==> src/rtl/fpdiv_round_pack.sv <==
// Divider back end: denormalise, round-to-nearest-even, renormalise and pack an IEEE single result.
// Optional macro FPDIV_ROUND_MODES_EN adds in_rmode (RNE/RZ/+inf/-inf) with saturating overflow.
module fpdiv_round_pack #(
    parameter int BIAS      = 127,
    parameter int MAX_SHIFT = 26
) (
    input  logic        CLOCK,
    input  logic        RESET,
    input  logic        in_valid,
    output logic        in_ready,
    input  logic        in_sign,
    input  logic [9:0]  in_exp,
    input  logic [25:0] in_mant,
`ifdef FPDIV_ROUND_MODES_EN
    input  logic [1:0]  in_rmode,
`endif
    output logic        out_valid,
    input  logic        out_ready,
    output logic [31:0] out_result,
    output logic [1:0]  out_exception,
    output logic        out_inexact
);

    localparam int CNT_W = $clog2(MAX_SHIFT + 1);

    localparam logic [1:0] EXC_NONE  = 2'b00;
    localparam logic [1:0] EXC_UNDER = 2'b01;
    localparam logic [1:0] EXC_OVER  = 2'b10;

    typedef enum logic [1:0] {
        IDLE,
        DENORM,
        ROUND,
        HOLD
    } state_t;

    state_t             state_q;
    logic [25:0]        w_q;
    logic               s_q;
    logic               sign_q;
    logic [7:0]         exp_q;
    logic [CNT_W-1:0]   cnt_q;
    logic               out_valid_q;
    logic [31:0]        out_result_q;
    logic [1:0]         out_exception_q;
    logic               out_inexact_q;
`ifdef FPDIV_ROUND_MODES_EN
    logic [1:0]         rmode_q;
`endif

    // ---------------------------------------------------------------
    // Accept-time decode of the biased exponent
    // ---------------------------------------------------------------
    logic signed [10:0] biased_exp;
    logic signed [11:0] shift_need;
    logic [CNT_W-1:0]   shift_cnt_d;
    logic               acc_overflow;
    logic               acc_normal;

    assign biased_exp   = $signed({in_exp[9], in_exp}) + 11'(BIAS);
    assign shift_need   = 12'sd1 - $signed({biased_exp[10], biased_exp});
    assign acc_overflow = (biased_exp >= 11'sd255);
    assign acc_normal   = (biased_exp >= 11'sd1);

    always_comb begin
        shift_cnt_d = CNT_W'(MAX_SHIFT);
        if (shift_need < 12'(MAX_SHIFT)) begin
            shift_cnt_d = CNT_W'(shift_need);
        end
    end

    // Overflow either goes to infinity or saturates to max finite when the
    // rounding direction points back toward zero.
    function automatic logic [30:0] ovf_magnitude(input logic saturate);
        return saturate ? {8'hFE, 23'h7FFFFF} : {8'hFF, 23'h000000};
    endfunction

    logic acc_saturate;
    logic rnd_saturate;
`ifdef FPDIV_ROUND_MODES_EN
    assign acc_saturate = (in_rmode == 2'b01) ||
                          (in_rmode == 2'b10 && in_sign) ||
                          (in_rmode == 2'b11 && !in_sign);
    assign rnd_saturate = (rmode_q == 2'b01) ||
                          (rmode_q == 2'b10 && sign_q) ||
                          (rmode_q == 2'b11 && !sign_q);
`else
    assign acc_saturate = 1'b0;
    assign rnd_saturate = 1'b0;
`endif

    // ---------------------------------------------------------------
    // Rounding datapath, evaluated from the working mantissa in ROUND
    // ---------------------------------------------------------------
    logic        rnd_lsb;
    logic        rnd_guard;
    logic        rnd_sticky;
    logic        rnd_inc;
    logic [24:0] rnd_sum;
    logic [31:0] rnd_result_d;
    logic [1:0]  rnd_exception_d;
    logic        rnd_inexact_d;

    assign rnd_lsb    = w_q[2];
    assign rnd_guard  = w_q[1];
    assign rnd_sticky = w_q[0] | s_q;

    always_comb begin
`ifdef FPDIV_ROUND_MODES_EN
        case (rmode_q)
            2'b00:   rnd_inc = rnd_guard & (rnd_sticky | rnd_lsb);
            2'b01:   rnd_inc = 1'b0;
            2'b10:   rnd_inc = (rnd_guard | rnd_sticky) & ~sign_q;
            default: rnd_inc = (rnd_guard | rnd_sticky) & sign_q;
        endcase
`else
        rnd_inc = rnd_guard & (rnd_sticky | rnd_lsb);
`endif
    end

    assign rnd_sum = {1'b0, w_q[25:2]} + 25'(rnd_inc);

    always_comb begin
        rnd_result_d    = {sign_q, exp_q, rnd_sum[22:0]};
        rnd_exception_d = EXC_NONE;
        rnd_inexact_d   = rnd_guard | rnd_sticky;
        if (exp_q != 8'd0) begin
            // Mantissa overflowed to 2.0: renormalise by bumping the exponent.
            if (rnd_sum[24]) begin
                if (exp_q == 8'd254) begin
                    rnd_result_d    = {sign_q, ovf_magnitude(rnd_saturate)};
                    rnd_exception_d = EXC_OVER;
                end else begin
                    rnd_result_d = {sign_q, exp_q + 8'd1, 23'd0};
                end
            end
        end else begin
            if (rnd_sum[23]) begin
                rnd_result_d = {sign_q, 8'd1, rnd_sum[22:0]};
            end else if (rnd_sum[22:0] == 23'd0) begin
                rnd_exception_d = EXC_UNDER;
            end
        end
    end

    // ---------------------------------------------------------------
    // Control FSM with registered outputs
    // ---------------------------------------------------------------
    always_ff @(posedge CLOCK) begin
        if (RESET) begin
            state_q         <= IDLE;
            w_q             <= '0;
            s_q             <= 1'b0;
            sign_q          <= 1'b0;
            exp_q           <= '0;
            cnt_q           <= '0;
            out_valid_q     <= 1'b0;
            out_result_q    <= '0;
            out_exception_q <= EXC_NONE;
            out_inexact_q   <= 1'b0;
`ifdef FPDIV_ROUND_MODES_EN
            rmode_q         <= 2'b00;
`endif
        end else begin
            case (state_q)
                IDLE: begin
                    if (in_valid) begin
                        w_q    <= in_mant;
                        s_q    <= 1'b0;
                        sign_q <= in_sign;
`ifdef FPDIV_ROUND_MODES_EN
                        rmode_q <= in_rmode;
`endif
                        if (!in_mant[25]) begin
                            out_result_q    <= {in_sign, 31'd0};
                            out_exception_q <= EXC_NONE;
                            out_inexact_q   <= 1'b0;
                            out_valid_q     <= 1'b1;
                            state_q         <= HOLD;
                        end else if (acc_overflow) begin
                            out_result_q    <= {in_sign, ovf_magnitude(acc_saturate)};
                            out_exception_q <= EXC_OVER;
                            out_inexact_q   <= 1'b1;
                            out_valid_q     <= 1'b1;
                            state_q         <= HOLD;
                        end else if (acc_normal) begin
                            exp_q   <= biased_exp[7:0];
                            state_q <= ROUND;
                        end else begin
                            exp_q   <= 8'd0;
                            cnt_q   <= shift_cnt_d;
                            state_q <= DENORM;
                        end
                    end
                end
                DENORM: begin
                    s_q   <= s_q | w_q[0];
                    w_q   <= w_q >> 1;
                    cnt_q <= cnt_q - CNT_W'(1);
                    if (cnt_q == CNT_W'(1)) begin
                        state_q <= ROUND;
                    end
                end
                ROUND: begin
                    out_result_q    <= rnd_result_d;
                    out_exception_q <= rnd_exception_d;
                    out_inexact_q   <= rnd_inexact_d;
                    out_valid_q     <= 1'b1;
                    state_q         <= HOLD;
                end
                HOLD: begin
                    if (out_ready) begin
                        out_valid_q <= 1'b0;
                        state_q     <= IDLE;
                    end
                end
                default: state_q <= IDLE;
            endcase
        end
    end

    assign in_ready      = (state_q == IDLE);
    assign out_valid     = out_valid_q;
    assign out_result    = out_result_q;
    assign out_exception = out_exception_q;
    assign out_inexact   = out_inexact_q;

endmodule
==> config.mk <==
export PLATFORM = sky130hd
export DESIGN_NAME = fpdiv_round_pack
export DESIGN_NICKNAME = d
export VERILOG_FILES = /design/src/rtl/fpdiv_round_pack.sv
export SDC_FILE = /design/constraint.sdc
export NUM_CORES = 1
export LEC_CHECK = 0
export BUFFER_PORTS_ARGS = -buffer_cell sky130_fd_sc_hd__buf_2
export CAP_MARGIN = 30
export CORE_ASPECT_RATIO = 0.75
export CORE_MARGIN = 8
export CORE_UTILIZATION = 51
export DETAILED_ROUTE_END_ITERATION = 8
export GPL_ROUTABILITY_DRIVEN = 0
export GPL_TIMING_DRIVEN = 1
export PLACE_DENSITY = 0.73
export SKIP_CTS_REPAIR_TIMING = 1
export SYNTH_ARGS = -nofsm -noshare
export SYNTH_HDL_FRONTEND = slang
export SYNTH_SLANG_ARGS = --single-unit
==> constraint.sdc <==
create_clock -name CLOCK -period 5.3 [get_ports CLOCK]
set_input_delay 0.53 -clock CLOCK [delete_from_list [all_inputs] [get_ports CLOCK]]
set_output_delay 0.53 -clock CLOCK [all_outputs]
set_load 0.01 [all_outputs]
==> metrics.md, run 1 <==
| Metric | Value |
|---|---|
| Worst-Margin Slew | roughly 1.1 ns |
| CTS tree | built |
| Routed wire length | 12900 µm |
| Outcome | completed |
| Hold Crit Class | flop to flop |
| Hold Vio Cnt, Final | 0 |
| Number of I/O port buffers | 77 |
| Post-synthesis sequential area ratio | 0.321 |
| Worst-path clk slew | 0.06 ns |
| Crit. End Element | flop |
| Nets | around 730 |
| Crit path required time | between 5 and 6 ns |
| Asr flop ratio synth | 0 |
| LEAKAGE | between 2 and 2.5 nW |
| Clk buf depth | 2 |
| Max frequency | about 0.28 GHz |
| Library cells used by synthesis | 63 |
| Period utilisation layout | 0.666 |
| Post-synth top area share | 0.321 |
| Iter 0 DRT Violations | 446 |
| Synth area leader | dfxtp_1 |
| Main synth FF type | dfxtp_1 |
| Worst-skew pair later-pin latency | about 0.34 ns |
| Post-route ant nets | 0 |
| #FFs+latches synth | between 70 and 80 |
| Synthesis-to-finish area growth | 15.6% |
| First-pass GRT wire length | between 20000 and 25000 µm |
| Worst EP arrival | between 3 and 4 ns |
| Vias in the first global route | 4196 |
| Pwr per Cell Area | about 470 nW/µm² |
| Crit start category | primary input |
| CORE AREA | ~9500 µm² |
| Reg2reg start | w_q[2] |
| DRC | 0 |
| R2R setup slack | 1.77 ns |
| Reg2reg end | out_exception[0] |
| Number of inserted diodes | 0 |
| Detailed placement HPWL | about 9600 µm |
| Largest net degree at the start of global routing | 74 |
| Slew HR | 0.294 |
| Die height | ~100 µm |
| Synth Net Count | 685 |
| Setup TNS | 0 ns |
| I/O pin cnt | 78 |
| Die ar. | ~13000 µm² |
| VDD IR max | 0.000242 V |
| Setup CP Type | primary input to flop |
| GRT overflow | 0 |
| Total GRT Usage | 0.197 |
| CTS sink count | 79 |
| Die Width | 130 µm |
| Final-report setup violation count | 0 |
| Post-synthesis average cell area | roughly 8 µm² |
| Final Max Slew Viols | 0 |
| WHS Endpoint | out_result[24] |
| Worst Hold Launch | out_result[24] |
| Final worst path period need | 3.53 ns |
| Top post-synthesis cells by area | dfxtp_1 32%, nor2_1 6.4%, mux2i_1 5.5% |
| Max Cap Violations | 0 |
| Hold Crit Depth | 2 |
| Synth top cells by count | 84 x nor2_1, 79 x dfxtp_1, 38 x a21oi_1, 38 x nand2_1, 34 x clkbuf_1 |
| Root Buffer | clkbuf_16 |
| Path depth of the worst reg2reg path | 10 |
| Count leader, synth | nor2_1 |
| CTS buffer count | 9 |
| H-tree level count | 3 |
| Cell area after synthesis | around 4900 µm² |
| Initial antenna violation count | 0 |
| Via Count | ~4700 |
| CP Max Fanout | 15 |
| Share of cells above drive strength 1 | 0.162 |
| Worst clock skew | just under 0.007 ns |
| EDFF count, synth | 0 |
| Synth warn | 0 |
| Vias/cell | slightly below 6 |
| Rows | 31 |
| Tot Pwr | roughly 2.7 mW |
| First drt pass iteration count | 5 |
| Initial core utilization | 0.517 |
| Avg WL per Cell | around 16 µm |
| Cells after synthesis | approximately 630 |
| RSZ-0062 raised after global routing | false |
state kept, by name, summed over array words and instances (netlist names):
name and cells:
out_result 32, w_q 26, exp_q 8, cnt_q 5, out_exception 2, state_q 2
out_inexact 1, out_valid 1, s_q 1, sign_q 1
layout make-up:
type                    instances  area, µm²
repair buffers                 81        435
inverters                      32        120
well taps                     132        165
flip-flops and latches         79       1580
fillers                       901       3840
clock inverters                 6        134
clock buffers                   9        225
multi-input cells             467       3040
placed cells by master (no fill, tap or decap), types with 3 or more instances in the layout:
cell type,n
a211oi_1,30
a21oi_1,38
a221o_1,4
a221oi_1,9
a311oi_1,3
a31oi_1,7
and2_1,3
and3_1,7
and4_1,4
and4b_1,3
buf_2,77
buf_4,3
bufinv_16,4
clkbuf_16,9
dfxtp_1,79
ha_1,14
inv_1,32
mux2i_1,27
nand2_1,38
nand2b_1,5
nand3_1,16
nand4_1,8
nor2_1,84
nor2b_1,6
nor3_1,33
nor3b_1,7
nor4_1,7
o211ai_1,4
o21ai_0,17
o21ai_1,3
o22ai_1,3
o31ai_1,3
or3_1,5
or4_1,4
xnor2_1,26
xor2_1,17
per-layer routing:
| layer | share of wire | track usage | vias to the layer above |
|---|---|---|---|
| met5 | 0 | 0 | - |
| met4 | 0.010 | 0.0409 | 0 |
| met3 | 0.073 | 0.0463 | 16 |
| met2 | 0.40 | 0.274 | 155 |
| met1 | 0.52 | 0.297 | 2224 |
| li1 | - | - | 2323 |
through the flow:
step	utilization	instances	area [µm²]	worst slack [ns]	hold WS, ns
after CTS	0.597	806	5700	1.83	0.465
final	0.597	806	5700	1.77	0.467
after global placement	0.557	790	5310	1.61	0.442
after floorplan	-	629	4930	2.13	0.436
after detailed placement	0.560	791	5340	1.46	0.457
after global routing	0.597	806	5700	1.48	0.470
worst max-delay path: stages:
cell and delay, ns:
buf_2 0.16, inv_1 0.12, ha_1 0.51, xor2_1 0.28
inv_1 0.11, ha_1 0.26, and4b_1 0.20, a311oi_1 0.39
a21oi_1 0.13, o31a_1 0.12, o31ai_1 0.58, a221oi_1 0.16
a211oi_1 0.24
how the worst max path moves through the flow:
stage          cells past startpoint        to      start  slack [ns]
2_1_floorplan                     13  cnt_q[0]  in_exp[0]        2.13
3_3_place_gp                      13  cnt_q[0]  in_exp[0]        1.61
3_5_place_dp                      13  cnt_q[0]  in_exp[0]        1.46
4_1_cts                           13  cnt_q[0]  in_exp[0]        1.83
5_1_grt                           13  cnt_q[2]  in_exp[0]        1.48
6_report                          13  cnt_q[0]  in_exp[0]        1.77
report_power, final:
part	internal (mW)	leakage, nW	switching, mW
clock	0.505	0.175	0.242
combinational	0.413	1.37	0.602
sequential	0.726	0.646	0.191
logic make-up (layout without fill, tap and decap cells):
family	after synthesis	in the layout	synth area share
xor+xnor	43	43	0.0764
simple gates	242	242	0.249
buf+inv	83	128	0.0673
mux	27	27	0.0548
flops	79	79	0.321
compound gates	140	140	0.193
fa+ha+maj	15	15	0.0381
Note: power is estimated with default switching activity, not from simulation.
==> inputs of run 2 (changes only) <==
--- a/config.mk
+++ b/config.mk
@@ -13,7 +13,7 @@
 export DETAILED_ROUTE_END_ITERATION = 8
 export GPL_ROUTABILITY_DRIVEN = 0
 export GPL_TIMING_DRIVEN = 1
-export PLACE_DENSITY = 0.73
+export PLACE_DENSITY = 0.76
 export SKIP_CTS_REPAIR_TIMING = 1
 export SYNTH_ARGS = -nofsm -noshare
 export SYNTH_HDL_FRONTEND = slang
==> constraint.sdc (replaced) <==
create_clock -name CLOCK -period 3.2 [get_ports CLOCK]
set_input_delay 0.32 -clock CLOCK [delete_from_list [all_inputs] [get_ports CLOCK]]
set_output_delay 0.32 -clock CLOCK [all_outputs]
set_load 0.01 [all_outputs]
==> metrics.md, run 2 (same netlist as run 1, synthesis figures left out) <==
| Metric | Value |
|---|---|
| Final Max Slew Viols | 0 (unchanged) |
| Worst-skew pair later-pin latency | 0.34 ns (about the same) |
| Initial core utilization | 0.517 (unchanged) |
| Via Count | 4789 (+1.5%) |
| Initial antenna violation count | 0 (unchanged) |
| Rows | 31 (unchanged) |
| Share of cells above drive strength 1 | 0.181 (+0.0192) |
| Crit start category | flop |
| H-tree level count | 3 (unchanged) |
| DRC | 0 (unchanged) |
| CTS sink count | 79 (unchanged) |
| Crit. End Element | flop |
| Nets | 743 (+2.3%) |
| Clk buf depth | 2 (unchanged) |
| First-pass GRT wire length | 21800 µm (+4.2%) |
| Period utilisation layout | 0.961 |
| Final-report setup violation count | 0 (unchanged) |
| Die Width | 130 µm (unchanged) |
| Final worst path period need | 3.08 ns |
| Hold Vio Cnt, Final | 0 (unchanged) |
| Routed wire length | 13500 µm (+4.4%) |
| Most frequent cells in the layout | 84 x nor2_1, 79 x dfxtp_1, 77 x buf_2 |
| Slew HR | 0.552 (+0.259) |
| Pwr per Cell Area | 758 nW/µm² (+61%) |
| Final hold slack | 0.257 ns (-0.211 ns) |
| Vias in the first global route | 4499 (+7.2%) |
| CTS tree | built |
| Post-route ant nets | 0 (unchanged) |
| Synthesis-to-finish area growth | 17.7% |
| Root Buffer | clkbuf_16 |
| Max reg flops | 32 (unchanged) |
| Iter 0 DRT Violations | 483 (+8.3%) |
| LEAKAGE | 2.27 nW (+3.8%) |
| Hold Crit Class | primary input to flop |
| CP Max Fanout | 5 (-10) |
| Vias/cell | 5.82 (-0.59%) |
| Outcome | completed |
| Worst-path clk slew | 0.06 ns (about the same) |
| Worst EP arrival | 3.34 ns (-0.45 ns) |
| CORE AREA | 9540 µm² (unchanged) |
| Max Cap Violations | 0 (unchanged) |
| Max frequency | between 0.3 and 0.4 GHz |
| Commonest non-fill, non-tap cell in the layout | nor2_1 |
| Tot Pwr | 4.40 mW (+64%) |
| Number of inserted diodes | 0 (unchanged) |
| Setup CP Type | flop to flop |
| VDD IR max | 0.000325 V (+34%) |
| First drt pass iteration count | 5 (unchanged) |
| Die ar. | 13100 µm² (unchanged) |
| Fin util | 0.608 (+0.0108) |
| Largest net degree at the start of global routing | 41 (-45%) |
| Number of I/O port buffers | 77 (unchanged) |
| I/O pin cnt | 78 (unchanged) |
| Worst-Margin Slew | 0.671 ns (-0.379 ns) |
| GRT overflow | 0 (unchanged) |
| Die height | 101 µm (unchanged) |
| Crit path required time | 3.47 ns (-2.09 ns) |
| Worst clock skew | 0.00695 ns (+0.0000233 ns) |
| Avg WL per Cell | 16.4 µm (+2.3%) |
| Total GRT Usage | 0.208 (+0.0113) |
| Detailed placement HPWL | 10300 µm (+7.0%) |
| CTS buffer count | 9 (unchanged) |
==> run 2: cell count changes in the layout (fill, tap and decap cells not counted), sizes merged <==
cell	previous run	this run
buf	81	98
bufinv	4	2
clkbuf	9	11
==> run 2: cell type report <==
cell class	instances	area [µm²]
timing repair buffer	98	576
clock buffer	11	243
sequential	79	1580
clock inverter	4	70.1
fill	858	3740
multi-input combinational	467	3050
inverter	32	120
tap	132	165
==> run 2: worst max-delay path: stages (launching register included) <==
cell	delay (ns)
dfxtp_1	0.38
and2_1	0.15
ha_1	0.25
nand4_1	0.31
nor4_4	0.35
nand2_1	0.12
xnor2_1	0.20
o21ai_1	0.11
or4_1	0.55
or4_1	0.41
a21oi_1	0.16
==> run 2: routing by layer <==
| metal | track usage | part of all wire | up-vias |
|---|---|---|---|
| met5 | 0 | 0 | - |
| met4 | 0.0649 | 0.011 | 0 |
| met3 | 0.0526 | 0.087 | 14 |
| met2 | 0.298 | 0.41 | 175 |
| met1 | 0.297 | 0.49 | 2240 |
| li1 | - | - | 2360 |
==> run 2: where the power goes <==
| part | internal (mW) | switching (mW) | total [mW] | leakage (nW) |
|---|---|---|---|---|
| sequential | 1.20 | 0.259 | 1.46 | 0.646 |
| combinational | 0.773 | 1.08 | 1.85 | 1.47 |
| clock | 0.697 | 0.386 | 1.08 | 0.155 |
| total | 2.67 | 1.72 | 4.40 | 2.27 |
==> run 2: worst paths after layout <==
kind                               from               end  slack, ns  depth (start not counted)
worst max-delay path             w_q[1]  out_exception[0]       0.12                         10
worst min-delay path            in_sign            sign_q       0.26                          3
worst max register to register   w_q[1]  out_exception[0]       0.12                         10
worst min register to register   sign_q            sign_q       0.46                          2
==> run 2: through the flow <==
| step | TNS [ns] | instance area, µm² | setup WS, ns | instances |
|---|---|---|---|---|
| after floorplan | 0 | 4930 | 0.245 | 629 |
| after global placement | 0 | 5450 | 0.253 | 807 |
| after detailed placement | 0 | 5480 | 0.106 | 808 |
| after CTS | 0 | 5790 | 0.142 | 823 |
| after global routing | -0.0167 | 5800 | -0.0167 | 823 |
| final | 0 | 5800 | 0.125 | 823 |
==> inputs of run 3 (changes only) <==
--- a/config.mk
+++ b/config.mk
@@ -7,13 +7,12 @@
 export LEC_CHECK = 0
 export BUFFER_PORTS_ARGS = -buffer_cell sky130_fd_sc_hd__buf_2
 export CAP_MARGIN = 30
-export CORE_ASPECT_RATIO = 0.75
+export CORE_ASPECT_RATIO = 2
 export CORE_MARGIN = 8
-export CORE_UTILIZATION = 51
+export CORE_UTILIZATION = 25
 export DETAILED_ROUTE_END_ITERATION = 8
 export GPL_ROUTABILITY_DRIVEN = 0
 export GPL_TIMING_DRIVEN = 1
-export PLACE_DENSITY = 0.76
 export SKIP_CTS_REPAIR_TIMING = 1
 export SYNTH_ARGS = -nofsm -noshare
 export SYNTH_HDL_FRONTEND = slang
==> constraint.sdc (replaced) <==
create_clock -name CLOCK -period 3.2 [get_ports CLOCK]
set_input_delay 0.32 -clock CLOCK [delete_from_list [all_inputs] [get_ports CLOCK]]
set_output_delay 0.32 -clock CLOCK [all_outputs]
set_load 0.05 [all_outputs]
==> metrics.md, run 3 (same netlist as run 1, synthesis figures left out) <==
| Metric | Value |
|---|---|
| Max Cap Violations | 0 (unchanged) |
| Worst-skew pair later-pin latency | 0.34 ns (about the same) |
| Share of cells above drive strength 1 | 0.193 (+0.0125) |
| Met2 Use GR | 0.267 (-0.0315) |
| Switching Fraction | 0.432 (+0.0395) |
| Worst EP arrival | 3.24 ns (-0.10 ns) |
| Via Count | 4700 (-1.9%) |
| Worst-path clk slew | 0.06 ns (about the same) |
| Total GRT Usage | 0.129 (-0.0792) |
| Max incr delay on CP | 0.53 ns (-0.02 ns) |
| Number of I/O port buffers | 77 (unchanged) |
| CP cell instances | and2_1, ha_2, nand4_1, nor4_4, nand2_1, xnor2_2, o21ai_1, or4_1, or4_1, a21oi_1 |
| GRT overflow | 0 (unchanged) |
| Final Max Slew Viols | 0 (unchanged) |
| Die ar. | 24700 µm² (+89%) |
| CORE AREA | 19400 µm² (+100%) |
| CP top delay family | simple AND/OR/NAND/NOR gates |
| Routed wire length | 15800 µm (+17%) |
| CTS buffer count | 9 (unchanged) |
| Post-route ant nets | 0 (unchanged) |
| Setup TNS | 0 ns (unchanged) |
| Rows | 72 (+130%) |
| H-tree level count | 3 (unchanged) |
| Internal Pwr Total | 2.59 mW (-3.0%) |
| Vias/cell | 4.91 (-16%) |
| Most common cell on crit path | or4_1 |
| Max reg flops | 32 (unchanged) |
| Comb pwr share | 0.470 (+0.049) |
| Clk buf depth | 2 (unchanged) |
| Final-report setup violation count | 0 (unchanged) |
| Most used routing layer | met2 |
| Crit start category | flop |
| I/O pin cnt | 78 (unchanged) |
| Root Buffer | clkbuf_16 |
| Die height | 215 µm (+110%) |
| Worst clock skew | 0.0101 ns (+0.00314 ns) |
| Final worst path period need | 2.98 ns (-0.0980 ns) |
| RSZ-0062 raised after global routing | false |
| Number of inserted diodes | 0 (unchanged) |
| Crit path required time | 3.46 ns (about the same) |
| Hold Vio Cnt, Final | 0 (unchanged) |
| Met1 GRT Util | 0.118 (-0.179) |
| Die Width | 115 µm (-11%) |
| CTS sink count | 79 (unchanged) |
| Initial antenna violation count | 0 (unchanged) |
| LEAKAGE | 2.30 nW (+1.0%) |
| Most frequent cells in the layout | 84 x nor2_1, 77 x dfxtp_1, 77 x buf_2 |
| Fin util | 0.310 (-0.298) |
| Worst-Margin Slew | 0.729 ns (+0.0576 ns) |
| Slew HR | 0.514 (-0.0384) |
| Highest-delay cell along the critical path | or4_1 |
| First-pass GRT wire length | 24700 µm (+13%) |
| CTS tree | built |
| Largest net degree at the start of global routing | 46 (+12%) |
| Hold Crit Class | primary input to flop |
| DRC | 0 (unchanged) |
| Setup CP Type | flop to flop |
| Max frequency | 0.336 GHz (+3.3%) |
| Seq pwr share | 0.313 (-0.019) |
| Vias in the first global route | 4600 (+2.2%) |
| Switching power | 1.97 mW (+14%) |
| First drt pass iteration count | 4 (-1) |
| Synthesis-to-finish area growth | 21.7% |
| Pwr per Cell Area | 760 nW/µm² (+0.34%) |
| Grt met3 use | 0.0161 (-0.0365) |
| Commonest non-fill, non-tap cell in the layout | nor2_1 |
| VDD IR max | 0.000344 V (+5.7%) |
| Outcome | completed |
| Avg WL per Cell | 16.5 µm (+0.32%) |
| Initial core utilization | 0.255 (-0.262) |
| WP buf/inv | 0 (unchanged) |
| CP Max Fanout | 6 (+1) |
| Iter 0 DRT Violations | 246 (-49%) |
| Clock share of power | 0.217 (-0.029) |
| Period utilisation layout | 0.930 (-0.0306) |
| Crit. End Element | flop |
| Nets | 751 (+1.1%) |
| Detailed placement HPWL | 12400 µm (+21%) |
[run 3: per-stage QoR]
| stage | hold slack, ns | cells | total power, mW | setup WS (ns) | area (µm²) |
|---|---|---|---|---|---|
| floorplan | 0.436 | 629 | 2.95 | 0.245 | 4930 |
| global placement | 0.444 | 941 | 3.53 | 0.184 | 5670 |
| detailed placement | 0.450 | 942 | 3.59 | 0.167 | 5690 |
| CTS | 0.252 | 956 | 4.59 | 0.201 | 5970 |
| global route | 0.266 | 957 | 4.87 | 0.0161 | 6000 |
| finish | 0.265 | 957 | 4.56 | 0.223 | 6000 |
[run 3: layout make-up]
| type | instances | area (µm²) |
|---|---|---|
| fill | 2091 | 13400 |
| clock buffer | 11 | 233 |
| timing repair buffer | 106 | 636 |
| multi-input combinational | 467 | 3060 |
| clock inverter | 3 | 46.3 |
| inverter | 32 | 120 |
| sequential | 79 | 1580 |
| tap | 259 | 324 |
[run 3: final timing paths]
kind / end / from / cells past startpoint / slack, ns
worst max-delay path: out_exception[0] / w_q[2] / 10 / 0.22
worst min-delay path: sign_q / in_sign / 3 / 0.27
worst max register to register: out_exception[0] / w_q[2] / 10 / 0.22
worst min register to register: sign_q / sign_q / 2 / 0.46
[run 3: tightest hold or removal path, stage by stage]
cell and delay [ns]:
buf_2 0.12, nand3_1 0.06, a21oi_1 0.05
[run 3: layer usage]
layer  vias to the layer above  wire (µm)
li1                       2376          -
met1                      2219       5610
met2                        89       9530
met3                        16        357
met4                         0        274
met5                         -          0
[run 3: power by group through the flow]
stage	Sequential (mW)	Combinational [mW]	Clock, mW
CTS	1.43	2.15	1.01
finish	1.43	2.14	0.990
global placement	1.45	2.08	0
global route	1.47	2.35	1.05
detailed placement	1.45	2.14	0
floorplan	1.56	1.39	0
